`config.mk`:
```
export PLATFORM = sky130hd
export DESIGN_NAME = mdu_mips
export DESIGN_NICKNAME = d
export VERILOG_FILES = /design/src/rtl/mdu_mips.sv
export SDC_FILE = /design/constraint.sdc
export NUM_CORES = 1
export LEC_CHECK = 0
export ABC_AREA = 1
export CAP_MARGIN = 10
export CORE_MARGIN = 5
export CORE_UTILIZATION = 50
export DETAILED_ROUTE_END_ITERATION = 10
export PLACE_DENSITY = 0.71
export SKIP_LAST_GASP = 1
export SYNTH_ARGS = -nofsm -noshare
export SYNTH_HDL_FRONTEND = slang
export SYNTH_SLANG_ARGS = --single-unit
```
`constraint.sdc`:
```
create_clock -name clk -period 8.13 [get_ports clk]
set_clock_uncertainty 0.15 [all_clocks]
set_input_delay 1.2195 -clock clk [delete_from_list [all_inputs] [get_ports clk]]
set_output_delay 1.2195 -clock clk [all_outputs]
set_load 0.005 [all_outputs]
```
`src/rtl/mdu_mips.sv`:
```
// Iterative MIPS multiply/divide unit with HI/LO registers, one bit per cycle.
// Optional MADD/MADDU accumulate enabled by defining MDU_MADD_EN.
module mdu_mips #(
  parameter int unsigned WIDTH = 32,
  parameter int unsigned CNT_W = 6
) (
  input  logic             clk,
  input  logic             rst_n,
  input  logic             start,
  input  logic [2:0]       op,
  input  logic [WIDTH-1:0] a_in,
  input  logic [WIDTH-1:0] b_in,
  input  logic             hi_we,
  input  logic             lo_we,
  input  logic [WIDTH-1:0] wdata,
  output logic             busy,
  output logic             done,
  output logic             div_zero,
  output logic [WIDTH-1:0] hi_out,
  output logic [WIDTH-1:0] lo_out
);

  typedef enum logic [1:0] {StIdle, StRun, StFix} state_e;

  state_e           state_q;
  logic [CNT_W-1:0] cnt_q;
  logic             is_div_q, is_madd_q, neg_res_q, neg_rem_q, dz_q;
  logic [WIDTH-1:0] opnd_q, acc_hi_q, acc_lo_q, hi_q, lo_q;
  logic             done_q, div_zero_q;

  logic             op_reserved, op_div, op_signed, accept;
  logic [WIDTH-1:0] a_mag, b_mag;
  logic [WIDTH:0]   mul_sum, div_shift, div_diff;
  logic [2*WIDTH-1:0] prod, prod_fix;
  logic [WIDTH-1:0] quot_fix, rem_fix;

  assign op_reserved = op[2] & op[1];
  assign op_div      = ~op[2] & op[1];
  assign op_signed   = ~op[0];
  assign accept      = (state_q == StIdle) && start && !op_reserved;

  assign a_mag = (op_signed && a_in[WIDTH-1]) ? -a_in : a_in;
  assign b_mag = (op_signed && b_in[WIDTH-1]) ? -b_in : b_in;

  // Multiply: acc_lo holds the multiplier and shifts right as product bits arrive.
  assign mul_sum   = {1'b0, acc_hi_q} + (acc_lo_q[0] ? {1'b0, opnd_q} : '0);
  // Divide: acc_lo holds the dividend and shifts left as quotient bits arrive.
  assign div_shift = {acc_hi_q, acc_lo_q[WIDTH-1]};
  assign div_diff  = div_shift - {1'b0, opnd_q};

  assign prod     = {acc_hi_q, acc_lo_q};
  assign prod_fix = neg_res_q ? -prod : prod;
  assign quot_fix = neg_res_q ? -acc_lo_q : acc_lo_q;
  assign rem_fix  = neg_rem_q ? -acc_hi_q : acc_hi_q;

  always_ff @(posedge clk or negedge rst_n) begin
    if (!rst_n) begin
      state_q    <= StIdle;
      cnt_q      <= '0;
      is_div_q   <= 1'b0;
      is_madd_q  <= 1'b0;
      neg_res_q  <= 1'b0;
      neg_rem_q  <= 1'b0;
      dz_q       <= 1'b0;
      opnd_q     <= '0;
      acc_hi_q   <= '0;
      acc_lo_q   <= '0;
      hi_q       <= '0;
      lo_q       <= '0;
      done_q     <= 1'b0;
      div_zero_q <= 1'b0;
    end else begin
      done_q     <= 1'b0;
      div_zero_q <= 1'b0;
      case (state_q)
        StIdle: begin
          if (accept) begin
            is_div_q  <= op_div;
            is_madd_q <= op[2];
            neg_res_q <= op_signed & (a_in[WIDTH-1] ^ b_in[WIDTH-1]);
            neg_rem_q <= op_signed & op_div & a_in[WIDTH-1];
            dz_q      <= op_div && (b_in == '0);
            acc_hi_q  <= '0;
            acc_lo_q  <= op_div ? a_mag : b_mag;
            opnd_q    <= op_div ? b_mag : a_mag;
            cnt_q     <= CNT_W'(WIDTH - 1);
            state_q   <= StRun;
          end else begin
            if (hi_we) hi_q <= wdata;
            if (lo_we) lo_q <= wdata;
          end
        end
        StRun: begin
          if (is_div_q) begin
            if (!div_diff[WIDTH]) begin
              acc_hi_q <= div_diff[WIDTH-1:0];
              acc_lo_q <= {acc_lo_q[WIDTH-2:0], 1'b1};
            end else begin
              acc_hi_q <= div_shift[WIDTH-1:0];
              acc_lo_q <= {acc_lo_q[WIDTH-2:0], 1'b0};
            end
          end else begin
            acc_hi_q <= mul_sum[WIDTH:1];
            acc_lo_q <= {mul_sum[0], acc_lo_q[WIDTH-1:1]};
          end
          cnt_q <= cnt_q - 1'b1;
          if (cnt_q == '0) state_q <= StFix;
        end
        StFix: begin
          done_q  <= 1'b1;
          state_q <= StIdle;
          if (is_div_q) begin
            div_zero_q <= dz_q;
            lo_q       <= dz_q ? '1 : quot_fix;
            // With a zero divisor the remainder is |a| re-signed, i.e. a itself.
            hi_q       <= rem_fix;
          end else if (!is_madd_q) begin
            hi_q <= prod_fix[2*WIDTH-1:WIDTH];
            lo_q <= prod_fix[WIDTH-1:0];
          end
`ifdef MDU_MADD_EN
          else begin
            {hi_q, lo_q} <= {hi_q, lo_q} + prod_fix;
          end
`endif
        end
        default: state_q <= StIdle;
      endcase
    end
  end

  assign busy     = (state_q != StIdle);
  assign done     = done_q;
  assign div_zero = div_zero_q;
  assign hi_out   = hi_q;
  assign lo_out   = lo_q;

endmodule

```
* Word level (Yosys, flattened, before mapping) *
Index checks and enable logic that the tools add are counted.

storage, ports and cells
  output and inout bits = 67
  logic and storage cells = 90
  input bits = 104
  register bits after elaboration = 175

cells by class
  muxes and demuxes = 35
  bitwise logic cells = 8
  eq/ne operators = 8
  reduce and logical (&&, ||, !) cells = 17
  add/subtract/negate cells = 8

operators by type and width
  cell                                                                 number
  32-bit two-way mux                                                   21
  32-bit case mux with 2 select lines                                  4
  32-bit negator                                                       4
  64-bit two-way mux                                                   1
  64-bit negator                                                       1
  32-bit by 32-bit adder with 33-bit output                            1
  33-bit by 32-bit subtractor with 33-bit output                       1
  32-bit logical NOT                                                   1
  6-bit case mux with 2 select lines                                   1
  2-bit inequality test (second input constant)                        5
  4-bit AND reduction                                                  2
  6-bit logical NOT                                                    1
  6-bit two-way mux                                                    1
  2-bit AND reduction                                                  3
  2-bit nonzero test                                                   3
  6-bit by 1-bit subtractor with 6-bit output (second input constant)  1
  1-bit bitwise AND                                                    5
  1-bit logical AND                                                    5
  1-bit two-way mux                                                    4
  2-bit two-way mux                                                    2
  2-bit case mux with 2 select lines                                   1
  3-bit inequality test (second input constant)                        1
  2-bit by 1-bit == test with 1-bit output (second input constant)     1
  2-bit == test (second input constant)                                1
  4 further kinds                                                      5

* Logic depth before layout (Yosys ltp) *
  depth after elaboration = 6
  depth in mapped cells = 20
  depth with buffers taken out = 18

* Worst setup path after synthesis *
OpenSTA, ideal clock, no wires.

  kind = input-to-reg
  start = input b_in[0]
  end = register opnd_q[22]
  library setup time = 131 ps
  path buffers = 0
  setup slack = 5253 ps
  stages = 10
  arrival time = 2596 ps
  cells stage by stage = inv_1 -> ha_1 -> nand3_1 -> nor2_1 -> nand3_1 -> nand2_1 -> nand3_1 -> nand2_1 -> a21oi_1 -> or3_1

between the ends
  longest elaborated chain between the ends = 3

RTL lines
  what                  line  RTL
  start, declared       12    input logic [WIDTH-1:0] b_in,
  32-bit negator        43    assign b_mag = (op_signed && b_in[WIDTH-1]) ? -b_in : b_in;
  32-bit two-way mux    43
  32-bit two-way mux    85    opnd_q <= op_div ? b_mag : a_mag;
  end signal, assigned  85
  end, declared         28    logic [WIDTH-1:0] opnd_q, acc_hi_q, acc_lo_q, hi_q, lo_q;

No other way between the ends.
A chain may end at the register's enable or synchronous reset.

* Worst setup path after layout *
  start = register acc_hi_q[16]
  end = register acc_hi_q[17]

between the ends
  longest elaborated chain between the ends = 4
  elaborated cells between the ends (all ways) = 5
  those cells by class = add/sub: 2; mux: 3

RTL lines
  what                                            line  RTL
  start, declared                                 28
  start signal, assigned                          96    acc_hi_q <= div_diff[WIDTH-1:0];
  start signal, assigned                          99    acc_hi_q <= div_shift[WIDTH-1:0];
  start signal, assigned                          103   acc_hi_q <= mul_sum[WIDTH:1];
  33-bit by 32-bit subtractor with 33-bit output  49    assign div_diff = div_shift - {1'b0, opnd_q};
  32-bit two-way mux                              95    if (!div_diff[WIDTH]) begin
  32-bit two-way mux *                            94    if (is_div_q) begin
  32-bit case mux with 2 select lines *           75    case (state_q)

Every way passes the cells marked *; elsewhere a longest branch is shown, timed or not.

==> summary.md <==
| Metric | Value |
|---|---|
| Status | `finished clean` |
| Post-synthesis sequential area ratio | `24.0%` |
| Setup violations, final | `0` |
| Post-synth top area share | `24.0%` |
| Crit-path leading delay family | `simple AND/OR/NAND/NOR gates` |
| CTS HTree Levels | `4` |
| Ant diodes | `0` |
| Largest area contributor in the netlist | `dfrtp_1` |
| Starting Density | `50.2%` |
| Post-route ant nets | `0` |
| Final Hold Viols | `0` |
| Setup TNS | `0 ps` |
| Clock transition at path regs | `80 ps` |
| Netlist cell types | `52` |
| Min Hold Slack | `356 ps` |
| F_max | `248 MHz` |
| RR Endpoint | `acc_hi_q[17]` |
| Number of enable flip-flop cells after synthesis | `0` |
| # placed instances | `3682` |
| Initial DRC count | `2529` |
| Die area | `40300 um^2` |
| CP endpoint kind | `flip-flop` |
| Vias in the first global route | `19923` |
| Worst skew pair latency | `460 ps` |
| Layout area overhead | `14.2%` |
| Worst-path fanout max | `29` |
| R2R cell count | `15` |
| Nets | `3409` |
| Worst Setup Path Type | `flip-flop to flip-flop` |
| Worst R2R Start | `acc_hi_q[16]` |
| Root buffer cell | `clkbuf_16` |
| Post-DR wirelength/cell | `20.5 um` |
| Share of cells above drive strength 1 | `2.80%` |
| Num rows | `70` |
| Aggregate global-route resource usage | `36.5%` |
| Max-cap violations | `0` |
| Post-synth ARST share | `100%` |
| Synth warn | `0` |
| CTS tree | `done` |
| Post-synthesis register bit count | `175` |
| Worst R2R Setup Slack | `4100 ps` |
| Worst IR drop on VDD | `0.227 mV` |
| Max transition margin | `34.3%` |
| First-pass GRT wire length | `116000 um` |
| Post-CTS Resized | `0` |
| RSZ-0062 raised after global routing | `false` |
| Vias | `21610` |
| Hold Path Class | `flip-flop to flip-flop` |
| Pin count of the biggest net entering global routing | `67` |
| Post-CTS Hold Fix Bufs | `0` |
| Fin crit share | `49.6%` |
| P per Cell Area | `469 nW/um^2` |
| DRC viols | `0` |
| P_int | `0.00413 W` |
| TritonRoute pass-1 iters | `5` |
| Worst-Margin Slew | `985 ps` |
| Ports | `171` |
| Gr ovfl total | `0` |
| Synthesized cell area | `18200 um^2` |
| Die height | `201 um` |
| WP data required | `8370 ps` |
| Ys flop type | `dfrtp_1` |
| Chip width | `201 um` |
| Syn_nets | `3306` |
| Final min period | `4030 ps` |
| Clk buf depth | `2` |
| Slowest cell delay on critical path | `730 ps` |
| Logic pwr share | `70.0%` |
| Crit-path most repeated cell | `nand2_1` |
| Sequential power share | `21.2%` |
| Final Wtd Congestion | `1.15` |
| Lkg Pwr | `10.5 nW` |
| Crit-path cells | `ha_1 -> nand2_1 -> nand2_1 -> nand2_1 -> nand2_1 -> nand2_1 -> nand2_1 -> a21oi_1 -> nand3_1 -> nand2_1 -> buf_4 -> nand3_1 -> nand3_1 -> nand2_1 -> nand2_1` |
| Initial antenna violation count | `0` |
| Critical Path AT | `4270 ps` |
| Syn Inst Count | `3130` |
| Post-CTS setup buffers | `0` |
| # clock sinks | `175` |
| Crit path launch type | `flip-flop` |
| Largest cells by area after synthesis | `dfrtp_1 (24%), nand2_1 (19%), nand3_1 (9.3%)` |
| CP Buf/Inv Count | `1` |
| I/O Buffers | `170` |
| Hold EP | `lo_out[21]` |
| Hold path startpoint | `lo_out[21]` |
| Fillers | `3753` |
| Finished Layout Cells | `3714` |
| Final max-slew violation count | `0` |
| Switching Fraction | `57.7%` |
| Slowest-stage cell, CP | `dfrtp_1` |
| Routed WL | `76200 um` |
| NetSw | `0.00562 W` |
| Synth Area per Inst | `5.82 um^2` |
| Clock Power Share | `8.8%` |
| Final HPWL from detailed placement | `62100 um` |
| WHS Path Cells | `1` |
| Number of vias per cell | `5.82` |
| CORE AREA | `36300 um^2` |
| Num CTS Buffers | `17` |
[final cells by class]
type                       count  area [um^2]  share of cell area (%)
clock buffer                  18          429                    2.06
timing repair buffer         191         1860                    8.95
tap                          468          586                    2.82
inverter                     450         1690                    8.12
multi-input combinational   2398        11700                    56.1
clock inverter                14          170                   0.818
sequential                   175         4380                    21.1
[Yosys cell counts, types with 8 or more instances]
library cell and instances:
buf_1 16, nand3b_1 11, a21oi_1 207, nor3_1 29, buf_2 19, nand3_1 339
o21ai_1 8, a21o_1 8, xor2_1 33, o21ai_0 155, ha_1 70, a31oi_1 17
o21bai_1 12, a2bb2oi_1 15, nand2_1 928, xnor2_1 22, o221ai_1 10, clkbuf_1 62
o22a_1 11, inv_1 445, o211ai_1 31, dfrtp_1 175, nor2_1 377, nand4_1 39
or2_2 15, a22oi_1 14
[flip-flops by register name, summed over array words and instances (netlist names), 2 cells and up]
signal	flops
acc_hi_q	32
acc_lo_q	32
hi_out	32
lo_out	32
opnd_q	32
cnt_q	6
state_q	2
[how the worst max path moves through the flow]
stage | startpoint | to | cells past startpoint
after global placement | op[2] | dz_q | 9
final | acc_hi_q[16] | acc_hi_q[17] | 15
after CTS | op[2] | dz_q | 9
after global routing | acc_hi_q[16] | acc_hi_q[17] | 15
after detailed placement | op[2] | dz_q | 9
after floorplan | b_in[0] | opnd_q[22] | 10
[metrics by stage]
step                      utilization, %  area (um^2)  power (W)  setup WS (ps)
after floorplan                        -        18200    0.00636           5250
after global placement              55.7        20200    0.00847           3850
after detailed placement            55.7        20200    0.00860           3790
after CTS                           57.3        20800    0.00949           4280
after global routing                57.3        20800     0.0105           3980
final                               57.3        20800    0.00975           4100
[worst register-to-register path: cells and delay by family (launching register included)]
| family | cells | cell delay [ps] |
|---|---|---|
| simple gates | 12 | 1890 |
| fa+ha+maj | 1 | 410 |
| flops | 1 | 730 |
| compound gates | 1 | 400 |
| buf+inv | 1 | 380 |
[metal layers]
layer  share of wire (%)  track usage [%]  wire, um
met4                 4.4             14.0      3350
met1                  43             51.8     32400
met3                  11             7.59      8400
met2                  42             54.6     32000
met5                   0                0         0
[cell families (layout without fill, tap and decap cells)]
logic type / after synthesis / in the layout / synth area share, %
flops: 175 / 175 / 24.0
mux: 1 / 1 / 0.0550
xor+xnor: 55 / 55 / 2.65
buf+inv: 557 / 673 / 11.9
fa+ha+maj: 72 / 72 / 5.03
compound gates: 510 / 510 / 16.2
simple gates: 1760 / 1760 / 40.2
[power groups by stage]
stage | clock network (W) | registers [W] | logic [W]
floorplan | 0 | 0.00167 | 0.00469
global placement | 0 | 0.00202 | 0.00645
detailed placement | 0 | 0.00203 | 0.00658
CTS | 0.000856 | 0.00201 | 0.00662
global route | 0.000888 | 0.00208 | 0.00755
finish | 0.000854 | 0.00207 | 0.00683
[layout by cell type, fill, tap and decap left out, drive strengths merged, types with 7 or more instances in the layout]
| cell type | instances |
|---|---|
| a21o | 8 |
| dfrtp | 175 |
| or2 | 16 |
| o211ai | 31 |
| a22oi | 14 |
| xnor2 | 22 |
| nand2 | 930 |
| o22a | 11 |
| buf | 22 |
| o221ai | 10 |
| a21oi | 207 |
| xor2 | 33 |
| o21bai | 12 |
| and2 | 7 |
| nor3 | 29 |
| a2bb2oi | 15 |
| nand3 | 339 |
| nor2 | 382 |
| nand4 | 39 |
| nand3b | 11 |
| ha | 70 |
| clkbuf | 18 |
| o21ai | 166 |
| inv | 457 |
| clkdlybuf4s50 | 169 |
| a31oi | 17 |
Note: power is estimated with default switching activity, not from simulation.
